File: src/rtl/sync_fifo_ctrl_pkg.sv
// Shared constants for the synchronous FIFO controller and its sibling
// dual-port RAM: default geometry and the address/pointer width helpers.
package sync_fifo_ctrl_pkg;

    localparam int DEFAULT_DEPTH = 16;
    localparam int DEFAULT_WIDTH = 8;

    // RAM address width for a power-of-two depth.
    function automatic int addr_width(input int depth);
        return $clog2(depth);
    endfunction

    // Pointers carry one extra wrap bit above the RAM address.
    function automatic int ptr_width(input int depth);
        return $clog2(depth) + 1;
    endfunction

endpackage : sync_fifo_ctrl_pkg

File: src/rtl/sync_fifo_ctrl.sv
// Single-clock FIFO controller. Drives an external dual-port RAM as a
// circular buffer and derives every status output from the registered
// read/write pointers only.
//
// Handshake: a write is accepted when winc=1 and wfull=0 in the same cycle;
// a read is accepted when rinc=1 and rempty=0. Both flags are evaluated
// before the clock edge. An accepted read returns its word on rdata with
// rvalid=1 exactly one cycle later. Rejected requests change nothing except
// the sticky overflow/underflow flags.
module sync_fifo_ctrl
    import sync_fifo_ctrl_pkg::*;
#(
    parameter int DEPTH    = DEFAULT_DEPTH,
    parameter int WIDTH    = DEFAULT_WIDTH,
    parameter int AF_LEVEL = DEPTH - 4,
    parameter int AE_LEVEL = 4,
    localparam int ADDR_W  = addr_width(DEPTH),
    localparam int PTR_W   = ptr_width(DEPTH)
) (
    input  logic              clk,
    input  logic              rst_n,
    input  logic              winc,
    input  logic [WIDTH-1:0]  wdata,
    input  logic              rinc,
    output logic [WIDTH-1:0]  rdata,
    output logic              rvalid,
    output logic              wfull,
    output logic              rempty,
    output logic              almost_full,
    output logic              almost_empty,
    output logic [ADDR_W:0]   fifo_cnt,
    output logic              overflow,
    output logic              underflow,
    input  logic              err_clr,
    output logic              ram_wenc,
    output logic [ADDR_W-1:0] ram_waddr,
    output logic [WIDTH-1:0]  ram_wdata,
    output logic              ram_renc,
    output logic [ADDR_W-1:0] ram_raddr,
    input  logic [WIDTH-1:0]  ram_rdata
);

    localparam logic [PTR_W-1:0] AF_THR = PTR_W'(AF_LEVEL);
    localparam logic [PTR_W-1:0] AE_THR = PTR_W'(AE_LEVEL);

    logic [PTR_W-1:0] wptr_q, wptr_d;
    logic [PTR_W-1:0] rptr_q, rptr_d;
    logic             rvalid_q, rvalid_d;
    logic             ovf_q, ovf_d;
    logic             unf_q, unf_d;

    logic [PTR_W-1:0] cnt;
    logic             full;
    logic             empty;
    logic             wacc;
    logic             racc;

    // Status from registered pointers; the wrap bit separates full from empty.
    always_comb begin
        cnt   = wptr_q - rptr_q;
        empty = (wptr_q == rptr_q);
        full  = (wptr_q[ADDR_W] != rptr_q[ADDR_W]) &&
                (wptr_q[ADDR_W-1:0] == rptr_q[ADDR_W-1:0]);
    end

    // Request acceptance and next-state: pointers advance only on accepted
    // transfers; a sticky flag set beats a same-cycle clear.
    always_comb begin
        wacc     = winc & ~full;
        racc     = rinc & ~empty;
        wptr_d   = wptr_q + {{ADDR_W{1'b0}}, wacc};
        rptr_d   = rptr_q + {{ADDR_W{1'b0}}, racc};
        rvalid_d = racc;
        ovf_d    = (winc & full)  | (ovf_q & ~err_clr);
        unf_d    = (rinc & empty) | (unf_q & ~err_clr);
    end

    // State registers with asynchronous reset; a pending rvalid is dropped.
    always_ff @(posedge clk or negedge rst_n) begin
        if (!rst_n) begin
            wptr_q   <= '0;
            rptr_q   <= '0;
            rvalid_q <= 1'b0;
            ovf_q    <= 1'b0;
            unf_q    <= 1'b0;
        end else begin
            wptr_q   <= wptr_d;
            rptr_q   <= rptr_d;
            rvalid_q <= rvalid_d;
            ovf_q    <= ovf_d;
            unf_q    <= unf_d;
        end
    end

    // Output drive: RAM strobes are combinational from the accept terms.
    always_comb begin
        ram_wenc     = wacc;
        ram_waddr    = wptr_q[ADDR_W-1:0];
        ram_wdata    = wdata;
        ram_renc     = racc;
        ram_raddr    = rptr_q[ADDR_W-1:0];
        rdata        = ram_rdata;
        rvalid       = rvalid_q;
        wfull        = full;
        rempty       = empty;
        fifo_cnt     = cnt;
        almost_full  = (cnt >= AF_THR);
        almost_empty = (cnt <= AE_THR);
        overflow     = ovf_q;
        underflow    = unf_q;
    end

endmodule : sync_fifo_ctrl

File: config.mk
export PLATFORM = sky130hd
export DESIGN_NAME = sync_fifo_ctrl
export DESIGN_NICKNAME = d
export VERILOG_FILES = /design/src/rtl/sync_fifo_ctrl_pkg.sv /design/src/rtl/sync_fifo_ctrl.sv
export SDC_FILE = /design/constraint.sdc
export NUM_CORES = 1
export LEC_CHECK = 0
export CORE_UTILIZATION = 36
export CTS_CLUSTER_DIAMETER = 40
export DETAILED_ROUTE_END_ITERATION = 8
export HOLD_SLACK_MARGIN = 0.08
export PLACE_DENSITY = 0.79
export SETUP_SLACK_MARGIN = 0.3
export SLEW_MARGIN = 15
export SYNTH_ARGS = -nofsm -noshare
export SYNTH_HDL_FRONTEND = slang
export SYNTH_SLANG_ARGS = --single-unit
File: constraint.sdc
create_clock -name clk -period 2.5 [get_ports clk]
set_input_delay 0.375 -clock clk [delete_from_list [all_inputs] [get_ports clk]]
set_output_delay 0.375 -clock clk [all_outputs]
set_load 0.005 [all_outputs]
# Yosys cells after proc, flatten, opt, wreduce, memory -nomap -nowiden
# Cells that the tools add are included.
[totals]
reg_bits = 13
elab_cells = 25
inputBits = 21
output_inout_bits = 38
[op_classes]
n_eq_ne = 3
magnitude_cmp = 2
bitwise = 11
n_addsub = 3
n_reduce_logical = 1
[ops]
columns = ["operator", "n"]
rows = [
  ["$add 5x1->5", 2],
  ["$and 1x1->1", 6],
  ["$eq 5x5->1", 1],
  ["$ge 5x4->1 const B", 1],
  ["$le 5x3->1 const B", 1],
  ["$sub 5x5->5", 1],
  ["$eq 4x4->1", 1],
  ["$not 1->1", 3],
  ["$or 1x1->1", 2],
  ["$logic_and 1x1->1", 1],
  ["$ne 1x1->1", 1],
]

# Depth between registers and ports, before layout
[logic_depth]
depth_word = 5
ltp_mapped = 10
ltp_nobuf = 9

# Least setup slack after synthesis
# OpenSTA, ideal clock, no wires.
[synth_path]
kind = "register -> output"
from = "register wptr_q[0]"
to = "output port almost_full"
arrival_time_ns = 1.834
n_path_buf = 0
stages_incl_launch_ff = 8
t_required_ns = 2.125
slack_ns = 0.291
cell_sequence = "dfrtp_1 > inv_1 > ha_1 > fa_1 > nand2b_1 > a21oi_1 > xnor2_1 > or3b_1"
[synth_via]
elab_chain_cells = 2
[synth_lines]
columns = ["element", "line", "source"]
rows = [
  ["start, declared", "sync_fifo_ctrl.sv:46", "logic [PTR_W-1:0] wptr_q, wptr_d;"],
  ["start signal, assigned", "sync_fifo_ctrl.sv:87", "wptr_q <= wptr_d;"],
  ["$sub 5x5->5", "sync_fifo_ctrl.sv:60", "cnt = wptr_q - rptr_q;"],
  ["net fifo_cnt[4]", "sync_fifo_ctrl.sv:31", "output logic [ADDR_W:0] fifo_cnt,"],
  ["$ge 5x4->1", "sync_fifo_ctrl.sv:107", "almost_full = (cnt >= AF_THR);"],
  ["end, declared", "sync_fifo_ctrl.sv:29", "output logic almost_full,"],
]
# The timed path passes the listed nets, and every way through them passes these cells.

# Worst setup path in the final report
[layout_path]
from = "register rptr_q[0]"
to = "output port almost_full"
[layout_via]
elab_chain_cells = 2
[layout_lines]
columns = ["element", "line", "source"]
rows = [
  ["start, declared", "sync_fifo_ctrl.sv:47", "logic [PTR_W-1:0] rptr_q, rptr_d;"],
  ["start signal, assigned", "sync_fifo_ctrl.sv:88", "rptr_q <= rptr_d;"],
  ["$sub 5x5->5", "sync_fifo_ctrl.sv:60", ""],
  ["$ge 5x4->1", "sync_fifo_ctrl.sv:107", ""],
]
# No other way between the ends.

==> run_results.csv <==
group,metric,value,unit
status,outcome,"complete, but fails checks",
status,violations,"setup timing",
timing,rsz0062_at_grt,"yes",
die,core,0.002477,mm^2
worst_setup_path,crit_path_end,"almost_full",
worst_setup_path,cp_slowest_cell,"dfrtp_1",
clocking,cts_buffer_depth,2,
worst_setup_path,arrival,2200,ps
logic_synthesis,syn_area_per_cell,9.726,um^2
job,cap_violations,0,
route,first_pass_iters,4,
power,p_leak,0.6591,nW
global_route,antenna_found_initial,0,
global_route,grt_pass1_vias,741,
worst_setup_path,worstSetupPathType,"flip-flop to output pin",
worst_setup_path,r2r_cells,10,
timing,slew_headroom,60.84,%
route,vias,746,
worst_setup_path,critPathTopFamily,"adder cells",
logic_synthesis,synth_top_family_by_area,"buffers and inverters",
route,ant_nets,0,
final_layout,fin_util,55.51,%
worst_setup_path,crit_chain,"ha_4 -> fa_2 -> xnor2_2 -> buf_4 -> a31oi_1 -> or3b_1 -> buf_2",
clocking,clock_sinks,13,
final_layout,drive_gt1_share,39.68,%
timing,setup_viol,2,
logic_synthesis,synth_fa_ha_area_share,12.73,%
global_route,use_met2,26.58,%
final_layout,nNetsFinal,157,
logic_synthesis,seq_area_frac_synth,34.48,%
worst_setup_path,timing.critical_path.buf_inv,2,
timing,setup_slack,-72.57,ps
global_route,groute.layer.met3.usage,4.885,%
timing,finalMaxSlewViolations,0,
logic_synthesis,syn_nets,127,
worst_setup_path,r2r_setup_slack,420,ps
clocking,cts.clk_slew.worst_paths,70,ps
power,ir_worst_vdd,1498,uV
logic_synthesis,synth-edff-count,0,
clocking,clock_latency,270,ps
timing,post-route-period-util,102.9,%
min_path,hold_path_class,"primary input to async pin",
logic_synthesis,synth_flop_cell,"dfrtp_1",
final_layout,final_area,0.001375,mm^2
die,num_io_pins,59,
route,wirelength,2008,um
worst_setup_path,cp_max_fo,3,
global_route,top_usage_layer,"met2",
die,initial_core_util,38.08,%
die,dieArea,0.002829,mm^2
global_route,grt_max_degree,14,
placement,place.gp.congestion,0.7067,
worst_setup_path,cp.required,2120,ps
timing,hold_viol,0,
worst_setup_path,crit_start,"rptr_q[0]$_DFF_PN0_",
placement,hpwl,1448,um
worst_setup_path,start_kind,"flip-flop",
final_layout,n_antenna_cell,0,
power,p_per_area,2146,mW/mm^2
logic_synthesis,syn-cell-area,943.4,um^2
worst_setup_path,crit_cells,7,
logic_synthesis,synthCells,97,
die,die-width,53.19,um
timing,final.min_clock_period,2573,ps
global_route,track_usage,15.43,%
timing,worstMarginPinSlew,585.6,ps
clocking,cts-root-buf,"clkbuf_4",
global_route,gr-total-overflow,0,
global_route,grt_pass1_wl,3070,um
worst_setup_path,critPathMaxStageDelay,420,ps
route,drt-vias-per-instance,4.782,
route,drcViolationCount,0,
logic_synthesis,yosys.area_share.xor_xnor,10.08,%
clocking,cts_tree,"done",
final_layout,n_fill_cell,235,
final_layout,area_delta_synth_final,45.76,%
logic_synthesis,synthMuxAreaShare,1.061,%
placement,place_area,0.001154,mm^2
timing,max_freq,0.3887,GHz
timing,tns,-94.83,ps
die,rows,18,
clocking,ctsHtreeMaxLevel,1,
logic_synthesis,synth_compound_area_share,5.570,%
die,die-height,53.19,um
worst_setup_path,timing.rr.start,"wptr_q[2]$_DFF_PN0_",
worst_setup_path,cp-end-kind,"output pin",
worst_setup_path,r2r-end,"rptr_q[4]$_DFF_PN0_",
logic_synthesis,yosys.area_share.simple,11.80,%
logic_synthesis,yosys_warnings,0,
logic_synthesis,postSynth.asyncResetShare,100.0,%
logic_synthesis,ys_ff_latch,13,
placement,port_buffers,26,
logic_synthesis,synth_cell_type_count,27,
global_route,grt_use_met1,16.22,%
route,avgRoutedWirePerCell,12.87,um
route,drtIter0Drc,2,
clocking,cts_buffers,3,
timing,skew,2.328,ps
## synth_stat cells, types with 2 or more instances
cell | n | share of area, %
dfrtp_1 | 13 | 34
xor2_1 | 2 | 1.9
nor2b_1 | 3 | 2.0
xnor2_1 | 7 | 6.5
nor2_1 | 2 | 0.80
ha_1 | 8 | 11
a21oi_1 | 2 | 1.1
nand2_1 | 3 | 1.2
o21ai_0 | 2 | 1.1
inv_1 | 10 | 4.0
nand3_1 | 5 | 2.7
buf_4 | 25 | 20
## worst register-to-register path: stages (launching register included)
cell	delay, ps
dfrtp_1	420
ha_4	360
nand4_1	170
nor2_2	160
nor2b_1	70
buf_4	120
buf_4	130
ha_2	190
ha_2	180
nand3_1	100
xnor2_1	110
## logic make-up after synthesis
kind of cell | count (synthesis)
flops | 13
compound gates | 8
simple gates | 20
fa+ha+maj | 9
buf+inv | 36
mux | 1
xor+xnor | 10
## final cells by class
| class | count | area (um^2) | area share, % |
|---|---|---|---|
| clock buffer | 4 | 26.28 | 1.911 |
| inverter | 11 | 41.29 | 3.003 |
| multi-input combinational | 48 | 506.7 | 36.85 |
| sequential | 13 | 325.3 | 23.66 |
| tap | 30 | 37.54 | 2.730 |
| timing repair buffer | 50 | 437.9 | 31.85 |
## cells in the final DEF, fill, tap and decap left out
cell type	count
a2111oi_4	1
a21o_1	1
a21oi_4	2
a22o_1	1
a31oi_1	1
and3_1	1
buf_2	2
buf_4	22
buf_6	4
clkbuf_1	1
clkbuf_2	1
clkbuf_4	3
clkdlybuf4s50_1	17
dfrtp_1	13
dlygate4sd2_1	2
dlymetal6s2s_1	2
fa_2	1
ha_1	3
ha_2	2
ha_4	3
inv_1	9
inv_2	2
mux2i_1	1
nand2_1	3
nand2b_4	1
nand3_1	5
nand4_1	1
nand4b_1	1
nor2_1	1
nor2_2	2
nor2b_1	2
nor2b_4	1
nor4_1	1
o21ai_0	2
or3b_1	1
xnor2_1	5
xnor2_2	2
xor2_1	2
xor2_2	1
## registers in the layout, indices dropped and copies added (netlist names)
register / count
rptr_q: 5
wptr_q: 5
overflow: 1
rvalid: 1
underflow: 1
## worst min path at each step
| stage | start | to |
|---|---|---|
| 2_1_floorplan | rst_n | overflow$_DFF_PN0_ |
| 3_3_place_gp | underflow$_DFF_PN0_ | underflow$_DFF_PN0_ |
| 3_5_place_dp | wptr_q[4]$_DFF_PN0_ | wptr_q[4]$_DFF_PN0_ |
| 4_1_cts | rst_n | overflow$_DFF_PN0_ |
| 5_1_grt | rst_n | overflow$_DFF_PN0_ |
| 6_report | rst_n | rptr_q[0]$_DFF_PN0_ |
## routing by layer
layer,routed length (um),vias to the layer above
li1,-,349
met1,747,347
met2,1032,35
met3,128,15
met4,99,0
met5,0,-
## timing repair
item	CTS	global route
setup endpoints to repair	10	10
pin swaps	7	7
cloned	0	0
setup buffers	4	7
gates resized for setup	32	13
hold buffers	0	0
## report_power, final
part / switching [mW] / total, mW / internal (mW)
registers: 0.0829 / 0.395 / 0.312
logic: 0.963 / 2.43 / 1.47
clock network: 0.0658 / 0.128 / 0.0618
total: 1.11 / 2.95 / 1.84
## metrics by stage
stage | std cells | power (mW) | worst slack, ps | hold WS (ps)
floorplan | 97 | 1.284 | 357.1 | 79.41
global placement | 141 | 2.123 | -106.2 | 514.6
detailed placement | 141 | 2.197 | -227.2 | 523.0
CTS | 149 | 2.681 | -126.6 | 492.5
global route | 156 | 3.177 | -137.3 | 520.7
finish | 156 | 2.951 | -72.57 | 470.9
Power figures use the tool's default switching activity.
